[config.mk]
export PLATFORM = sky130hd
export DESIGN_NAME = udp_transmit_handler_flat
export DESIGN_NICKNAME = d
export VERILOG_FILES = /design/src/rtl/udp_pkg.sv /design/src/rtl/udp_transmit_handler_if.sv /design/src/rtl/cycle_timer.sv /design/src/rtl/udp_transmit_handler.sv /design/src/flat_wrapper.sv
export SDC_FILE = /design/constraint.sdc
export NUM_CORES = 1
export LEC_CHECK = 0
export ABC_AREA = 0
export BUFFER_PORTS_ARGS = -buffer_cell sky130_fd_sc_hd__buf_2
export CAP_MARGIN = 20
export CORE_ASPECT_RATIO = 1.5
export CORE_MARGIN = 4
export CORE_UTILIZATION = 50
export DETAILED_ROUTE_END_ITERATION = 10
export PLACE_DENSITY_LB_ADDON = 0.08
export SLEW_MARGIN = 15
export SYNTH_ARGS = -nofsm -noshare
export SYNTH_HDL_FRONTEND = slang
export SYNTH_SLANG_ARGS = --single-unit
[constraint.sdc]
create_clock -name clock -period 4.82 [get_ports clock]
set_input_delay 0.241 -clock clock [delete_from_list [all_inputs] [get_ports clock]]
set_output_delay 0.241 -clock clock [all_outputs]
set_load 0.01 [all_outputs]
[src/rtl/udp_pkg.sv]
// rtl/udp_pkg.sv - shared UDP layer types, constants and IPv4 flags helper
package udp_pkg;

  typedef enum logic [1:0] {
    S_IDLE,
    S_LOAD,
    S_HEADER,
    S_PUSH
  } udp_transmit_state_type;

  localparam int UDP_HEADER_BYTES = 8;
  localparam int IPV4_MF_BIT      = 13;
  localparam int IPV4_DF_BIT      = 14;

  // Fragment offset is carried in 8-byte units; DF is never set by this layer.
  function automatic logic [15:0] ipv4_flags_word(input logic more_fragments,
                                                  input logic [15:0] offset_bytes);
    logic [15:0] w;
    w = {3'b000, offset_bytes[15:3]};
    w[IPV4_MF_BIT] = more_fragments;
    w[IPV4_DF_BIT] = 1'b0;
    return w;
  endfunction

endpackage

[src/rtl/udp_transmit_handler_if.sv]
// rtl/udp_transmit_handler_if.sv - queue, fragment header and byte stream signals
interface udp_transmit_handler_if #(
  parameter int TRANSMIT_QUE_SLOTS = 4
);

  logic [TRANSMIT_QUE_SLOTS-1:0]       enable;
  logic [TRANSMIT_QUE_SLOTS-1:0][15:0] datagram_length;
  logic [TRANSMIT_QUE_SLOTS-1:0][7:0]  data;
  logic [TRANSMIT_QUE_SLOTS-1:0]       data_enable;
  logic [TRANSMIT_QUE_SLOTS-1:0]       data_ready;

  logic        fragment_header_valid;
  logic        fragment_header_ready;
  logic [15:0] ipv4_identification;
  logic [15:0] ipv4_flags;
  logic [15:0] fragment_length;

  logic [7:0]  push_data;
  logic        push_data_valid;
  logic        push_data_ready;
  logic        push_data_last;
  logic        push_data_abort;

  modport master (
    input  enable, datagram_length, data, data_enable,
    input  fragment_header_ready, push_data_ready,
    output data_ready, fragment_header_valid, ipv4_identification, ipv4_flags,
    output fragment_length, push_data, push_data_valid, push_data_last, push_data_abort
  );

  modport slave (
    output enable, datagram_length, data, data_enable,
    output fragment_header_ready, push_data_ready,
    input  data_ready, fragment_header_valid, ipv4_identification, ipv4_flags,
    input  fragment_length, push_data, push_data_valid, push_data_last, push_data_abort
  );

endinterface

[src/rtl/cycle_timer.sv]
// rtl/cycle_timer.sv - reloadable stall timer, built only with UDP_TRANSMIT_TIMEOUT_EN
`ifdef UDP_TRANSMIT_TIMEOUT_EN
module cycle_timer #(
  parameter logic [15:0] LIMIT = 16'h0004
) (
  input  logic clock,
  input  logic reset,
  input  logic reload,
  output logic expired
);

  logic [15:0] count;

  always_ff @(posedge clock or posedge reset) begin
    if (reset) begin
      count <= 16'd0;
    end else if (reload) begin
      count <= LIMIT;
    end else if (count != 16'd0) begin
      count <= count - 16'd1;
    end
  end

  assign expired = (count == 16'd0);

endmodule
`endif

[src/rtl/udp_transmit_handler.sv]
// rtl/udp_transmit_handler.sv - round-robin UDP datagram fragmenter into IPv4 fragments
// Optional source-stall abort: UDP_TRANSMIT_TIMEOUT_EN
module udp_transmit_handler
  import udp_pkg::*;
#(
  parameter int          TRANSMIT_QUE_SLOTS   = 4,
  parameter int          MAX_FRAGMENT_PAYLOAD = 1480,
  parameter logic [15:0] TIMEOUT_LIMIT        = 16'h0004
) (
  input logic                    clock,
  input logic                    reset,
  udp_transmit_handler_if.master bus
);

  localparam int          SLOT_W  = $clog2(TRANSMIT_QUE_SLOTS);
  localparam logic [15:0] MAX_LEN = 16'(MAX_FRAGMENT_PAYLOAD);

  udp_transmit_state_type state;
  logic [SLOT_W-1:0] slot;
  logic [15:0] remaining, bytes_sent, frag_count, id_counter;
  logic [15:0] ident, flags, frag_len, next_len, next_flags;
  logic [7:0]  pdata;
  logic        hdr_valid, pvalid, plast, take;
  logic [TRANSMIT_QUE_SLOTS-1:0] ready_vec;

  always_comb begin
    take = (state == S_PUSH) && bus.data_enable[slot] && (frag_count != 16'd0)
           && (!pvalid || bus.push_data_ready);
    ready_vec = '0;
    ready_vec[slot] = take;
    next_len   = (remaining > MAX_LEN) ? MAX_LEN : remaining;
    next_flags = ipv4_flags_word(remaining > MAX_LEN, bytes_sent);
  end

`ifdef UDP_TRANSMIT_TIMEOUT_EN
  logic pabort, timer_expired;

  cycle_timer #(.LIMIT(TIMEOUT_LIMIT)) u_cycle_timer (
    .clock  (clock),
    .reset  (reset),
    .reload (take || (state == S_HEADER)),
    .expired(timer_expired)
  );

  assign bus.push_data_abort = pabort;
`else
  wire unused_timeout_limit = ^TIMEOUT_LIMIT;
  assign bus.push_data_abort = 1'b0;
`endif

  always_ff @(posedge clock or posedge reset) begin
    if (reset) begin
      state      <= S_IDLE;
      slot       <= '0;
      remaining  <= 16'd0;
      bytes_sent <= 16'd0;
      frag_count <= 16'd0;
      id_counter <= 16'd0;
      ident      <= 16'd0;
      flags      <= 16'd0;
      frag_len   <= 16'd0;
      hdr_valid  <= 1'b0;
      pdata      <= 8'd0;
      pvalid     <= 1'b0;
      plast      <= 1'b0;
`ifdef UDP_TRANSMIT_TIMEOUT_EN
      pabort     <= 1'b0;
`endif
    end else begin
`ifdef UDP_TRANSMIT_TIMEOUT_EN
      pabort <= 1'b0;
`endif
      // Output byte register: refill on consume, otherwise drain on downstream accept.
      if (take) begin
        pdata      <= bus.data[slot];
        pvalid     <= 1'b1;
        plast      <= (frag_count == 16'd1);
        frag_count <= frag_count - 16'd1;
        remaining  <= remaining - 16'd1;
        bytes_sent <= bytes_sent + 16'd1;
      end else if (pvalid && bus.push_data_ready) begin
        pvalid <= 1'b0;
        plast  <= 1'b0;
      end

      unique case (state)
        S_IDLE: begin
          if (bus.enable[slot]) begin
            remaining  <= bus.datagram_length[slot];
            bytes_sent <= 16'd0;
            state      <= S_LOAD;
          end else begin
            slot <= slot + SLOT_W'(1);
          end
        end
        S_LOAD: begin
          if (remaining < 16'(UDP_HEADER_BYTES)) begin
            state <= S_IDLE;
            slot  <= slot + SLOT_W'(1);
          end else begin
            ident      <= id_counter;
            id_counter <= id_counter + 16'd1;
            frag_len   <= next_len;
            flags      <= next_flags;
            hdr_valid  <= 1'b1;
            state      <= S_HEADER;
          end
        end
        S_HEADER: begin
          // Re-entry after a fragment spends one cycle computing the next header.
          if (!hdr_valid) begin
            frag_len  <= next_len;
            flags     <= next_flags;
            hdr_valid <= 1'b1;
          end else if (bus.fragment_header_ready) begin
            hdr_valid  <= 1'b0;
            frag_count <= frag_len;
            state      <= S_PUSH;
          end
        end
        S_PUSH: begin
          if (pvalid && plast && bus.push_data_ready) begin
            if (remaining != 16'd0) begin
              state <= S_HEADER;
            end else begin
              state <= S_IDLE;
              slot  <= slot + SLOT_W'(1);
            end
          end
`ifdef UDP_TRANSMIT_TIMEOUT_EN
          else if (timer_expired && !take && (frag_count != 16'd0)) begin
            pvalid <= 1'b0;
            plast  <= 1'b0;
            pabort <= 1'b1;
            state  <= S_IDLE;
            slot   <= slot + SLOT_W'(1);
          end
`endif
        end
        default: state <= S_IDLE;
      endcase
    end
  end

  assign bus.data_ready            = ready_vec;
  assign bus.fragment_header_valid = hdr_valid;
  assign bus.ipv4_identification   = ident;
  assign bus.ipv4_flags            = flags;
  assign bus.fragment_length       = frag_len;
  assign bus.push_data             = pdata;
  assign bus.push_data_valid       = pvalid;
  assign bus.push_data_last        = plast;

endmodule

[src/flat_wrapper.sv]
// flat-port wrapper written by rule: the top's interface ports become plain ports
module udp_transmit_handler_flat import udp_pkg::*;
#(
  parameter int          TRANSMIT_QUE_SLOTS   = 4,
  parameter int          MAX_FRAGMENT_PAYLOAD = 1480,
  parameter logic [15:0] TIMEOUT_LIMIT        = 16'h0004
)
  (clock, reset, bus_enable, bus_datagram_length, bus_data, bus_data_enable, bus_fragment_header_ready, bus_push_data_ready, bus_data_ready, bus_fragment_header_valid, bus_ipv4_identification, bus_ipv4_flags, bus_fragment_length, bus_push_data, bus_push_data_valid, bus_push_data_last, bus_push_data_abort);
  udp_transmit_handler_if #(.TRANSMIT_QUE_SLOTS(TRANSMIT_QUE_SLOTS)) bus_i ();
  input logic clock;
  input logic reset;
  input wire logic [$bits(bus_i.enable)-1:0] bus_enable;
  input wire logic [$bits(bus_i.datagram_length)-1:0] bus_datagram_length;
  input wire logic [$bits(bus_i.data)-1:0] bus_data;
  input wire logic [$bits(bus_i.data_enable)-1:0] bus_data_enable;
  input wire logic [$bits(bus_i.fragment_header_ready)-1:0] bus_fragment_header_ready;
  input wire logic [$bits(bus_i.push_data_ready)-1:0] bus_push_data_ready;
  output wire logic [$bits(bus_i.data_ready)-1:0] bus_data_ready;
  output wire logic [$bits(bus_i.fragment_header_valid)-1:0] bus_fragment_header_valid;
  output wire logic [$bits(bus_i.ipv4_identification)-1:0] bus_ipv4_identification;
  output wire logic [$bits(bus_i.ipv4_flags)-1:0] bus_ipv4_flags;
  output wire logic [$bits(bus_i.fragment_length)-1:0] bus_fragment_length;
  output wire logic [$bits(bus_i.push_data)-1:0] bus_push_data;
  output wire logic [$bits(bus_i.push_data_valid)-1:0] bus_push_data_valid;
  output wire logic [$bits(bus_i.push_data_last)-1:0] bus_push_data_last;
  output wire logic [$bits(bus_i.push_data_abort)-1:0] bus_push_data_abort;
  assign bus_i.enable = bus_enable;
  assign bus_i.datagram_length = bus_datagram_length;
  assign bus_i.data = bus_data;
  assign bus_i.data_enable = bus_data_enable;
  assign bus_i.fragment_header_ready = bus_fragment_header_ready;
  assign bus_i.push_data_ready = bus_push_data_ready;
  assign bus_data_ready = bus_i.data_ready;
  assign bus_fragment_header_valid = bus_i.fragment_header_valid;
  assign bus_ipv4_identification = bus_i.ipv4_identification;
  assign bus_ipv4_flags = bus_i.ipv4_flags;
  assign bus_fragment_length = bus_i.fragment_length;
  assign bus_push_data = bus_i.push_data;
  assign bus_push_data_valid = bus_i.push_data_valid;
  assign bus_push_data_last = bus_i.push_data_last;
  assign bus_push_data_abort = bus_i.push_data_abort;
  udp_transmit_handler #(.TRANSMIT_QUE_SLOTS(TRANSMIT_QUE_SLOTS), .MAX_FRAGMENT_PAYLOAD(MAX_FRAGMENT_PAYLOAD), .TIMEOUT_LIMIT(TIMEOUT_LIMIT)) u_core (.clock(clock), .reset(reset), .bus(bus_i));
endmodule
==> out/metrics.csv <==
stage,metric,value,unit
global_route,grt_use_total,23.11,%
global_route,grt_max_degree,84,
synthesis,synth_top_flop_cell,dfrtp_1,
worst_setup_path,crit_fanout,30,
sta,fmax,297.6,MHz
floorplanning,die_x,103.3,µm
sta,final.setup_skew,0.008952,ns
route,avgViaCountPerCell,5.619,
synthesis,syn_area_per_cell,9.614,µm²
cells_and_area,fin_util,62.43,%
worst_setup_path,start_kind,flip-flop,
route,dr.pass1.iters,4,
power_and_ir_drop,powerDensity,558.6,mW/mm²
global_route,grt_pass1_vias,5868,
route,num_vias,5833,
cells_and_area,n_fill_cell,1167,
synthesis,synthArstFlopShare,100.0,%
cts,cts_htree_levels,4,
sta,worstMarginPinSlew,0.9207,ns
cells_and_area,layout.nets,987,
synthesis,synth_edf_count,0,
cts,cts-buffers-inserted,17,
cts,cts_tree,yes,
floorplanning,fp.coreArea,0.01340,mm²
sta,finalSetupTns,0,ns
sta,drv_slew,0,
route,ant_nets,0,
placement,dpl.hpwl,12470,µm
cells_and_area,drive_gt1_share,27.40,%
sta,min_period,3.360,ns
route,drt_iter0_drc,393,
cells_and_area,antenna_cells,0,
sta,min_period_over_period,69.70,%
worst_setup_path,r2r-start,u_core.slot[0],
global_route,grt_pass1_wl,28230,µm
route,wirelength,16970,µm
floorplanning,die_y,150.9,µm
placement,port_buffers,168,
cts,cts_resized,0,
global_route,antenna_found_initial,0,
synthesis,syn_inst,708,
route,routedWlPerCell,16.34,µm
sta,setup_violations,0,
worst_setup_path,required,4.58,ns
worst_setup_path,rr_endpoint,u_core.bytes_sent[8],
synthesis,syn_area,0.006807,mm²
synthesis,yosys_register_bits,125,
worst_setup_path,crit_type,flip-flop to output pin,
worst_setup_path,cp.arrival,3.12,ns
cts,insertion_delay,0.42,ns
hold_path,hold_path.class,input port to flip-flop,
worst_setup_path,critPathCapture,bus_data_ready[3],
cells_and_area,final_cells,1038,
cts,clockBufferDepth,2,
worst_setup_path,r2r_cells,6,
sta,slew_headroom,38.62,%
cells_and_area,area_growth,22.92,%
global_route,grt_overflow,0,
worst_setup_path,r2r_slack,1.81,ns
synthesis,synth_cell_types,58,
worst_setup_path,crit_start,u_core.slot[0],
status,outcome,completed,
floorplanning,start_util,50.78,%
cts,clock-root-buffer,clkbuf_16,
cts,clk_pin_slew,0.05,ns
floorplanning,row_count,52,
worst_setup_path,end_kind,output pin,
power_and_ir_drop,power.total,4674,µW
route,drc,0,
flow_run,drv_cap,0,
power_and_ir_drop,leakagePower,0.003931,µW
sta,grt_setup_unrepaired,false,
floorplanning,top_level_ports,172,
sta,hold_viol,0,
floorplanning,die-area,0.01558,mm²
power_and_ir_drop,peakVddDrop,376.4,µV
cts,cts.sinks,125,
placement,dp.cells,1003,
synthesis,yosysSeqAreaShare,45.96,%
synthesis,yosys_warnings,0,
placement,gp_congestion,0.8799,
[flip-flops by register name, summed over array words and instances (netlist names)]
signal	cells
u_core.bus.fragment_length	16
u_core.state	2
u_core.bus.fragment_header_valid	1
u_core.bus.push_data	8
u_core.remaining	16
u_core.frag_count	16
u_core.bus.ipv4_identification	16
u_core.id_counter	16
u_core.bus.push_data_valid	1
u_core.bus.push_data_last	1
u_core.slot	2
u_core.bytes_sent	16
u_core.bus.ipv4_flags	14
[power by group]
part	leakage [µW]	total, µW	switching [µW]	internal (µW)
logic	0.00204	1730	973	752
registers	0.00161	1680	370	1310
clock network	0.000283	1270	441	826
[layout make-up]
| cell class | count | area [µm²] | area share (%) |
|---|---|---|---|
| clock buffer | 26 | 509.2 | 6.086 |
| inverter | 17 | 66.31 | 0.7926 |
| tap | 162 | 202.7 | 2.423 |
| timing repair buffer | 177 | 958.4 | 11.46 |
| multi-input combinational | 526 | 3421 | 40.89 |
| clock inverter | 5 | 80.08 | 0.9571 |
| sequential | 125 | 3129 | 37.40 |
[per-stage QoR]
step	hold slack [ns]	area, µm²	setup WS (ns)
floorplan	0.3874	6814	1.251
global placement	0.4520	7697	1.683
detailed placement	0.4581	7697	1.526
CTS	0.1117	8287	1.170
global route	0.1720	8367	1.153
finish	0.1543	8367	1.460
[worst max-delay path, cell delays in order (launching register included)]
cell and delay, ns:
dfrtp_2 0.91, nand2_1 0.15, o22a_1 0.57, nor3_4 0.71, and2_1 0.22, buf_2 0.13
[worst min path at each step]
stage	startpoint	to	slack, ns	cells past startpoint
CTS	reset	u_core.bus.ipv4_flags[8]	0.11	2
detailed placement	u_core.bus.ipv4_identification[9]	u_core.bus.ipv4_identification[9]	0.46	2
finish	bus_push_data_ready	u_core.bus.push_data_last	0.15	3
global route	bus_push_data_ready	u_core.bus.push_data_last	0.17	3
global placement	u_core.bus.ipv4_identification[7]	u_core.bus.ipv4_identification[7]	0.45	2
floorplan	bus_push_data_ready	u_core.bus.push_data_last	0.39	2
[synthesized netlist by cell type (all sizes together), types with 5 or more instances]
library cell,instances,area share [%]
nor4,20,2.3
buf,19,1.7
clkbuf,23,1.3
or3,12,1.1
mux4,25,8.3
nand3,31,2.3
or4b,5,0.74
nand2b,6,0.55
a31oi,12,1.1
xor2,8,1.0
nand2,159,8.8
nor2,48,2.6
or4,14,1.6
o31ai,10,1.1
and2,10,0.92
inv,17,0.94
ha,15,2.8
o21ai,26,1.9
xnor2,29,3.7
nor3,17,1.4
dfrtp,125,46
a21oi,24,1.8
nand4,11,1.0
[layout by cell type (no fill, tap or decap), drive strengths merged, types with 20 or more instances in the layout]
cell / synthesis / final
o21ai: 26 / 26
buf: 19 / 176
dfrtp: 125 / 125
a21oi: 24 / 24
clkbuf: 23 / 26
mux4: 25 / 25
nor4: 20 / 20
nand3: 31 / 31
xnor2: 29 / 29
nand2: 159 / 159
nor2: 48 / 48
[what timing repair did]
action	in CTS	in global routing
setup buffers	0	0
hold buffers	0	1
hold endpoints to repair	0	23
[layer usage]
metal,vias to the layer above,GRT usage [%],routed length [µm]
li1,2813,-,-
met1,2770,29.46,6955
met2,211,37.47,8400
met3,39,5.622,1099
met4,0,9.397,511
met5,-,0,0
[cells by family (layout without fill, tap and decap cells)]
group / count (synthesis) / after routing / synth area share (%)
adders and majority gates: 15 / 15 / 2.757
and+or+nand+nor: 347 / 347 / 25.07
other: 1 / 3 / 0.05509
DFF: 125 / 125 / 45.96
buffers and inverters: 59 / 225 / 3.897
xor gates and xnor gates: 37 / 37 / 4.761
AOI/OAI and AO/OA: 95 / 95 / 8.621
muxes: 29 / 29 / 8.879
No activity file was read; power rests on OpenSTA's default activity.
